==> config.mk <==
export PLATFORM = sky130hd
export DESIGN_NAME = load_use_hazard_unit
export DESIGN_NICKNAME = d
export VERILOG_FILES = /design/src/rtl/load_use_hazard_unit_pkg.sv /design/src/rtl/load_use_hazard_unit_sat_counter.sv /design/src/rtl/load_use_hazard_unit.sv
export SDC_FILE = /design/constraint.sdc
export NUM_CORES = 1
export LEC_CHECK = 0
export BUFFER_PORTS_ARGS = -buffer_cell sky130_fd_sc_hd__buf_2
export CAP_MARGIN = 10
export CORE_MARGIN = 2
export CORE_UTILIZATION = 51
export CTS_CLUSTER_DIAMETER = 40
export DETAILED_ROUTE_END_ITERATION = 16
export PLACE_DENSITY = 0.81
export RECOVER_POWER = 25
export SYNTH_ARGS = -nofsm -noshare
export SYNTH_HDL_FRONTEND = slang
export SYNTH_SLANG_ARGS = --single-unit
==> constraint.sdc <==
create_clock -name clk -period 3.3 [get_ports clk]
set_input_delay 0.66 -clock clk [delete_from_list [all_inputs] [get_ports clk]]
set_output_delay 0.66 -clock clk [all_outputs]
set_load 0.01 [all_outputs]
==> src/rtl/load_use_hazard_unit_pkg.sv <==
// rtl/load_use_hazard_unit_pkg.sv - shared pipeline types and constants for hazard control
package load_use_hazard_unit_pkg;

    localparam int REG_W = 4;

    // Encoding loaded into a pipeline register when it is bubbled or flushed.
    localparam logic [15:0] NOP_INSN = 16'h0000;

    typedef enum logic [1:0] {
        RUN      = 2'd0,
        MEM_WAIT = 2'd1,
        FLUSH    = 2'd2
    } fsm_t;

endpackage

==> src/rtl/load_use_hazard_unit_sat_counter.sv <==
// rtl/load_use_hazard_unit_sat_counter.sv - saturating event counter for performance statistics
module sat_counter #(
    parameter int CNT_W = 16
) (
    input  logic             clk,
    input  logic             rst,
    input  logic             inc,
    output logic [CNT_W-1:0] cnt
);

    always_ff @(posedge clk) begin
        if (rst) begin
            cnt <= '0;
        end else if (inc && (cnt != {CNT_W{1'b1}})) begin
            cnt <= cnt + 1'b1;
        end
    end

endmodule

==> src/rtl/load_use_hazard_unit.sv <==
// rtl/load_use_hazard_unit.sv - stall, bubble and flush control for load-use, memory waits and branches
module load_use_hazard_unit
    import load_use_hazard_unit_pkg::*;
#(
    parameter int REG_W        = load_use_hazard_unit_pkg::REG_W,
    parameter int FLUSH_CYCLES = 1,
    parameter int CNT_W        = 16
) (
    input  logic             clk,
    input  logic             rst,
    input  logic             id_valid,
    input  logic [REG_W-1:0] id_rsrc,
    input  logic [REG_W-1:0] id_rdst,
    input  logic             id_src_rd,
    input  logic             id_dst_rd,
    input  logic             ex_valid,
    input  logic             ex_mem_rd,
    input  logic [REG_W-1:0] ex_wb_dst,
    input  logic             mem_busy,
    input  logic             br_taken,
    output logic             pc_write,
    output logic             ifid_write,
    output logic             idex_bubble,
    output logic             ifid_flush,
    output logic             exmem_hold,
    output logic [CNT_W-1:0] stall_cnt
);

    localparam logic [1:0] FLUSH_RELOAD = 2'(FLUSH_CYCLES - 1);

    fsm_t       fsm, fsm_nxt;
    logic [1:0] flush_left, flush_left_nxt;
    logic       br_pend, br_pend_nxt;
    logic       load_use;

    assign load_use = id_valid & ex_valid & ex_mem_rd &
                      ((id_src_rd & (id_rsrc == ex_wb_dst)) |
                       (id_dst_rd & (id_rdst == ex_wb_dst)));

    always_ff @(posedge clk) begin
        if (rst) begin
            fsm        <= RUN;
            flush_left <= 2'd0;
            br_pend    <= 1'b0;
        end else begin
            fsm        <= fsm_nxt;
            flush_left <= flush_left_nxt;
            br_pend    <= br_pend_nxt;
        end
    end

    always_comb begin
        pc_write       = 1'b1;
        ifid_write     = 1'b1;
        idex_bubble    = 1'b0;
        ifid_flush     = 1'b0;
        exmem_hold     = 1'b0;
        fsm_nxt        = fsm;
        flush_left_nxt = flush_left;
        br_pend_nxt    = br_pend;

        if (!rst) begin
            if (mem_busy) begin
                // Memory stall freezes everything; a branch seen now is remembered for later.
                pc_write    = 1'b0;
                ifid_write  = 1'b0;
                exmem_hold  = 1'b1;
                br_pend_nxt = br_pend | br_taken;
                if (fsm != FLUSH) begin
                    fsm_nxt = MEM_WAIT;
                end
            end else if (br_taken || br_pend) begin
                ifid_flush  = 1'b1;
                idex_bubble = 1'b1;
                br_pend_nxt = 1'b0;
                if (FLUSH_CYCLES > 1) begin
                    flush_left_nxt = FLUSH_RELOAD;
                    fsm_nxt        = FLUSH;
                end else begin
                    flush_left_nxt = 2'd0;
                    fsm_nxt        = RUN;
                end
            end else if (fsm == FLUSH) begin
                // The ID instruction is dead here, so load-use is not considered.
                ifid_flush     = 1'b1;
                flush_left_nxt = flush_left - 2'd1;
                if (flush_left <= 2'd1) begin
                    flush_left_nxt = 2'd0;
                    fsm_nxt        = RUN;
                end
            end else begin
                fsm_nxt = RUN;
                if (load_use) begin
                    pc_write    = 1'b0;
                    ifid_write  = 1'b0;
                    idex_bubble = 1'b1;
                end
            end
        end
    end

    sat_counter #(
        .CNT_W (CNT_W)
    ) u_stall_cnt (
        .clk (clk),
        .rst (rst),
        .inc (~pc_write),
        .cnt (stall_cnt)
    );

endmodule
==> run metrics, run 1 <==
status finished clean; Slew Limit Fails 0; Max Fanout on Critical Path 3; # rows 16; slowest stage cell on the critical path or2b_1; post-CTS sizing 0; Final Util 64.52%; Reg power frac 55.8%; Post-DP HPWL 1848 um; GRT overflow 0; largest family of logic cells by synthesized area simple AND/OR/NAND/NOR gates; vias in the first global route 1050; CP endpoint kind primary output; Final Setup Violations 0; largest net degree at the start of global routing 25; share of layout cells above drive strength 1 27.44%; Hold Vio Cnt, Final 0; Setup TNS Final 0 ps; initial antenna violation count 0; WP data required 2640 ps; DR WL/cell 12.64 um; worst r2r path cells 7; H-tree depth 1; Comb power frac 15.0%; Synth Area in Simple Gates 33.02%; post-synthesis adder-cell area fraction 1.167%; Worst VDD drop 0.2408 mV; ANT nets after route 0; yosys warns 0; Mapped Area 1072 um^2; I/O Pins 42; LEAKAGE 0.5054 nW; I/O Buffers 41; Clk pwr share 29.2%; unrepaired setup endpoints after global routing false; Hold Path Depth 2; GP Congestion 0.7493; Period Utilization, post-route 77.89%; Die X-Extent 49.86 um; die span in y 49.86 um; Die Area 2486 um^2; nets@finish 187; drt first-iter violations 17; TritonCTS clock tree built; f_max 389.0 MHz; Initial Utilization 54.10%; CP dominant cell by count buf_2; CTS Buf Count 3; Area growth syn-to-layout 19.25%; Power per Cell Area 292.5 nW/um^2; post-synthesis mux area share 3.501%; Avg Cell Area, Syn 8.578 um^2; global-route wire length before repair 4278 um; switching share of power 26.18%; Rel. slew slack 32.55%; Worst Tran Pin Value 1012 ps; worst path arrival time 1910 ps; root buffer cell clkbuf_4; Setup CP Type in -> out; Via-to-Cell Ratio 5.660; Seq/Total Area, Yosys 31.74%; Worst-Skew Late Latency 280 ps; worst min path class reg -> reg; cells after synthesis 125; drc violations 0; min Tclk post-route 2571 ps; clk buf depth 2; Syn Nets 147; Clk pin slew, worst setup/hold paths 100 ps; Switching Power 97.93 uW; total track usage 21.26%; Critical Path Start Type input pin; Pint 276.1 uW; critical-path cell list buf_2 -> xnor2_1 -> nand3_1 -> o22ai_2 -> or2b_1 -> a211oi_1 -> buf_2; xor/xnor share of the synthesized area 6.534%; 1st-pass router iterations 4; Setup Skew 0.9703 ps; Compound-Gate Fraction of Synth Area 18.44%; Diodes inserted 0; # clock sinks 17; post-synthesis register bit count 17; post-synth cell types 40; detailed-route via count 1081; maximum capacitance violations 0; CP max stage delay 250 ps; Routed WL 2414 um; core area 1982 um^2; Post-CTS Setup Inserts 0; count of hold buffers inserted by post-cts repair 0
==> critical path: cells and delay by family <==
family	cells	cell delay, ps
AOI/OAI and AO/OA	2	440
and+or+nand+nor	2	360
buffers and inverters	2	290
xor gates and xnor gates	1	160
==> power by group through the flow <==
stage	registers [mW]	clock network, mW	logic (mW)
2_1_floorplan	0.214	0	0.0370
3_3_place_gp	0.213	0	0.0544
5_1_grt	0.209	0.123	0.0627
4_1_cts	0.209	0.110	0.0568
6_report	0.209	0.109	0.0562
3_5_place_dp	0.214	0	0.0564
==> cells in the final DEF, fill, tap and decap left out, drive strengths merged <==
master	netlist	layout
and2	2	2
or4	4	4
a21oi	12	12
mux2	3	3
nor3b	2	2
nor4	2	2
and3	1	1
o41ai	2	2
clkinv	0	1
nor3	4	4
nand3	6	6
or2b	1	1
o21ai	5	5
buf	4	32
a21o	1	1
a31oi	1	1
o311ai	2	2
a41o	1	1
o22ai	1	1
dfxtp	17	17
o31ai	4	4
and4	2	2
a211oi	1	1
xnor2	8	8
or3	5	5
nand2	14	14
nand4	3	3
inv	3	3
nand3b	1	1
ha	1	1
clkbuf	2	12
nor2b	5	5
nor2	5	5
==> cell usage after synthesis, drive strengths merged <==
| library cell | n | area share [%] |
|---|---|---|
| nor2 | 5 | 1.8 |
| o41ai | 2 | 1.6 |
| o21ai | 5 | 2.3 |
| o31ai | 4 | 2.8 |
| nand3 | 6 | 2.8 |
| and4 | 2 | 1.6 |
| nor3 | 4 | 3.4 |
| a21o | 1 | 0.70 |
| and3 | 1 | 0.58 |
| or3 | 5 | 2.9 |
| dfxtp | 17 | 32 |
| ha | 1 | 1.2 |
| or4 | 4 | 2.8 |
| inv | 3 | 1.1 |
| nand4 | 3 | 2.3 |
| or2b | 1 | 0.70 |
| xnor2 | 8 | 6.5 |
| nor2b | 5 | 2.9 |
| nor4 | 2 | 2.6 |
| a21oi | 12 | 6.0 |
| nand2 | 14 | 5.4 |
| clkbuf | 2 | 0.70 |
| mux2 | 3 | 3.5 |
| o311ai | 2 | 1.6 |
| o22ai | 1 | 1.2 |
| buf | 4 | 3.9 |
| a211oi | 1 | 0.70 |
| nand3b | 1 | 0.70 |
| a31oi | 1 | 0.58 |
| nor3b | 2 | 1.4 |
| a41o | 1 | 0.93 |
| and2 | 2 | 1.2 |
==> sequential cells by signal, summed over array words and instances (netlist names) <==
signal / flops
br_pend: 1
u_stall_cnt.cnt: 16
==> through the flow <==
stage | cells | hold slack [ps] | instance area (um^2) | power [mW] | setup slack [ps]
after floorplan | 125 | 503.3 | 1072 | 0.2506 | 941.4
after global placement | 187 | 476.8 | 1262 | 0.2676 | 776.0
after detailed placement | 187 | 492.7 | 1262 | 0.2699 | 741.6
after CTS | 191 | 508.2 | 1290 | 0.3760 | 724.1
after global routing | 191 | 549.6 | 1279 | 0.3950 | 594.7
final | 191 | 508.7 | 1279 | 0.3740 | 729.5
==> per-layer routing <==
| layer | vias to the layer above | part of all wire, % | GRT usage [%] |
|---|---|---|---|
| met2 | 32 | 52 | 39.33 |
| met4 | 0 | 0 | 3.241 |
| met3 | 0 | 5.3 | 4.242 |
| li1 | 542 | - | - |
| met1 | 507 | 43 | 25.52 |
| met5 | - | 0 | 0 |
==> logic make-up after synthesis <==
group | after synthesis
simple gates | 57
compound gates | 30
flops | 17
buf+inv | 9
xor+xnor | 8
mux | 3
fa+ha+maj | 1
==> layout make-up <==
cell class	instances	area, um^2
repair buffers	41	193.9
well taps	27	33.78
clock buffers	3	22.52
fillers	188	703.2
inverters	3	11.26
flip-flops and latches	17	340.3
clock inverters	1	5.005
multi-input cells	99	671.9
==> final timing paths <==
check | from | end | slack (ps)
max | ex_wb_dst[3] | idex_bubble | 730
min | u_stall_cnt.cnt[14]$_SDFFE_PP0P_ | u_stall_cnt.cnt[14]$_SDFFE_PP0P_ | 510
max reg2reg | u_stall_cnt.cnt[0]$_SDFFE_PP0P_ | u_stall_cnt.cnt[5]$_SDFFE_PP0P_ | 1330
min reg2reg | u_stall_cnt.cnt[14]$_SDFFE_PP0P_ | u_stall_cnt.cnt[14]$_SDFFE_PP0P_ | 510
Power figures use the tool's default switching activity.
==> run 2, diff against run 1 <==
--- a/config.mk
+++ b/config.mk
@@ -8,10 +8,10 @@
 export BUFFER_PORTS_ARGS = -buffer_cell sky130_fd_sc_hd__buf_2
 export CAP_MARGIN = 10
 export CORE_MARGIN = 2
-export CORE_UTILIZATION = 51
+export CORE_UTILIZATION = 43
 export CTS_CLUSTER_DIAMETER = 40
 export DETAILED_ROUTE_END_ITERATION = 16
-export PLACE_DENSITY = 0.81
+export PLACE_DENSITY = 0.73
 export RECOVER_POWER = 25
 export SYNTH_ARGS = -nofsm -noshare
 export SYNTH_HDL_FRONTEND = slang
==> constraint.sdc (replaced) <==
create_clock -name clk -period 2.15 [get_ports clk]
set_input_delay 0.43 -clock clk [delete_from_list [all_inputs] [get_ports clk]]
set_output_delay 0.43 -clock clk [all_outputs]
set_load 0.01 [all_outputs]
==> run metrics, run 2 (same netlist as run 1, synthesis figures left out) <==
global-route wire length before repair 4036 um; DR WL/cell 12.80 um; unrepaired setup endpoints after global routing false; Period Utilization, post-route 92.96%; CP endpoint kind primary output; commonest non-fill, non-tap cells in the layout buf_2, dfxtp_1, nand2_1, a21oi_1; core area 2410 um^2; commonest non-fill, non-tap cell in the layout buf_2; vias in the first global route 984; CP max stage delay 240 ps; root buffer cell clkbuf_4; largest registers u_stall_cnt.cnt (16), br_pend (1); I/O Buffers 41; Rel. slew slack 50.59%; I/O Pins 42; total track usage 18.87%; Setup TNS Final 0 ps; Post-DP HPWL 2020 um; Clk pin slew, worst setup/hold paths 100 ps; Finished Layout Cells 199; Worst-Skew Late Latency 290 ps; Hold Vio Cnt, Final 0; worst min path class in -> reg; 1st-pass router iterations 4; Max Fanout on Critical Path 2; drt first-iter violations 11; Slew Limit Fails 0; Power per Cell Area 443.2 nW/um^2; slowest stage cell on the critical path or2b_1; nets@finish 192; dpl cells 194; Top reg by flops u_stall_cnt.cnt; Die X-Extent 53.94 um; Final Setup Violations 0; detailed-route via count 1086; min Tclk post-route 1999 ps; Setup CP Type in -> out; Hold Slack 428.2 ps; largest net degree at the start of global routing 17; clk buf depth 2; Worst Tran Pin Value 741.1 ps; critical-path cell list buf_2 -> xnor2_1 -> nand3_1 -> o22ai_2 -> or2b_1 -> a211oi_1 -> buf_2; die span in y 53.94 um; status finished clean; WP data required 1720 ps; CP dominant cell by count buf_2; TritonCTS clock tree built; GP Congestion 0.7590; Die Area 2909 um^2; Routed WL 2548 um; Setup Skew 6.250 ps; H-tree depth 1; worst path arrival time 1570 ps; f_max 500.3 MHz; # clock sinks 17; # rows 18; drc violations 0; Critical Path Start Type input pin; LEAKAGE 0.5321 nW; max reg flops 16; Diodes inserted 0; ANT nets after route 0; share of layout cells above drive strength 1 30.18%; Area growth syn-to-layout 23.22%; GRT overflow 0; initial antenna violation count 0; Initial Utilization 44.50%; CTS Buf Count 3; Via-to-Cell Ratio 5.457; Worst VDD drop 0.2982 mV; maximum capacitance violations 0
==> run 2: cell count changes in the layout (fill, tap and decap cells not counted), sizes merged <==
cell	previous run	this run
clkbuf	12	11
buf	32	38
==> run 2: timing repair <==
| action | 4_1_cts | 5_1_grt |
|---|---|---|
| resized for setup | 0 | 0 |
| setup buffers | 0 | 1 |
| hold endpoints to repair | 0 | 0 |
| setup endpoints to repair | 0 | 1 |
| hold buffers | 0 | 0 |
==> run 2: worst max-delay path: cells and delay by family <==
family | cells | cell delay, ps
and+or+nand+nor | 2 | 340
buffers and inverters | 2 | 280
xor gates and xnor gates | 1 | 150
AOI/OAI and AO/OA | 2 | 370
==> run 2: layer usage <==
metal  vias to the layer above  GRT usage, %  wire [um]
met5                         -             0          0
met1                       509         22.05       1096
li1                        549             -          -
met2                        26         33.54       1336
met3                         2         3.889         96
met4                         0         6.838         19
==> run 2: path summary, 6_finish.rpt <==
| kind | startpoint | slack (ps) | depth (start not counted) | endpoint |
|---|---|---|---|---|
| hold / removal | br_taken | 430 | 3 | br_pend$_SDFFE_PP0P_ |
| setup / recovery | ex_wb_dst[3] | 150 | 7 | idex_bubble |
| hold reg to reg | u_stall_cnt.cnt[8]$_SDFFE_PP0P_ | 510 | 2 | u_stall_cnt.cnt[8]$_SDFFE_PP0P_ |
| setup reg to reg | u_stall_cnt.cnt[0]$_SDFFE_PP0P_ | 220 | 7 | u_stall_cnt.cnt[5]$_SDFFE_PP0P_ |
==> run 2: area by class of cell <==
type,count,area (um^2)
fillers,233,1089
multi-input cells,99,671.9
flip-flops and latches,17,340.3
repair buffers,46,232.7
well taps,30,37.54
clock buffers,3,22.52
inverters,3,11.26
clock inverters,1,5.005
==> run 2: metrics by stage <==
stage          total power [mW]  util (%)  worst slack [ps]  instance area [um^2]
2_1_floorplan            0.3847         -             251.4                  1072
3_3_place_gp             0.4155     53.79             93.44                  1296
3_5_place_dp             0.4195     53.79             31.48                  1296
4_1_cts                  0.5915     54.93             69.06                  1324
5_1_grt                  0.6188     54.83             60.70                  1321
6_report                 0.5857     54.83             151.3                  1321
==> run 2: report_power, final <==
part / switching (mW) / internal, mW
logic: 0.0506 / 0.0424
clock network: 0.103 / 0.0691
registers: 0.00265 / 0.318
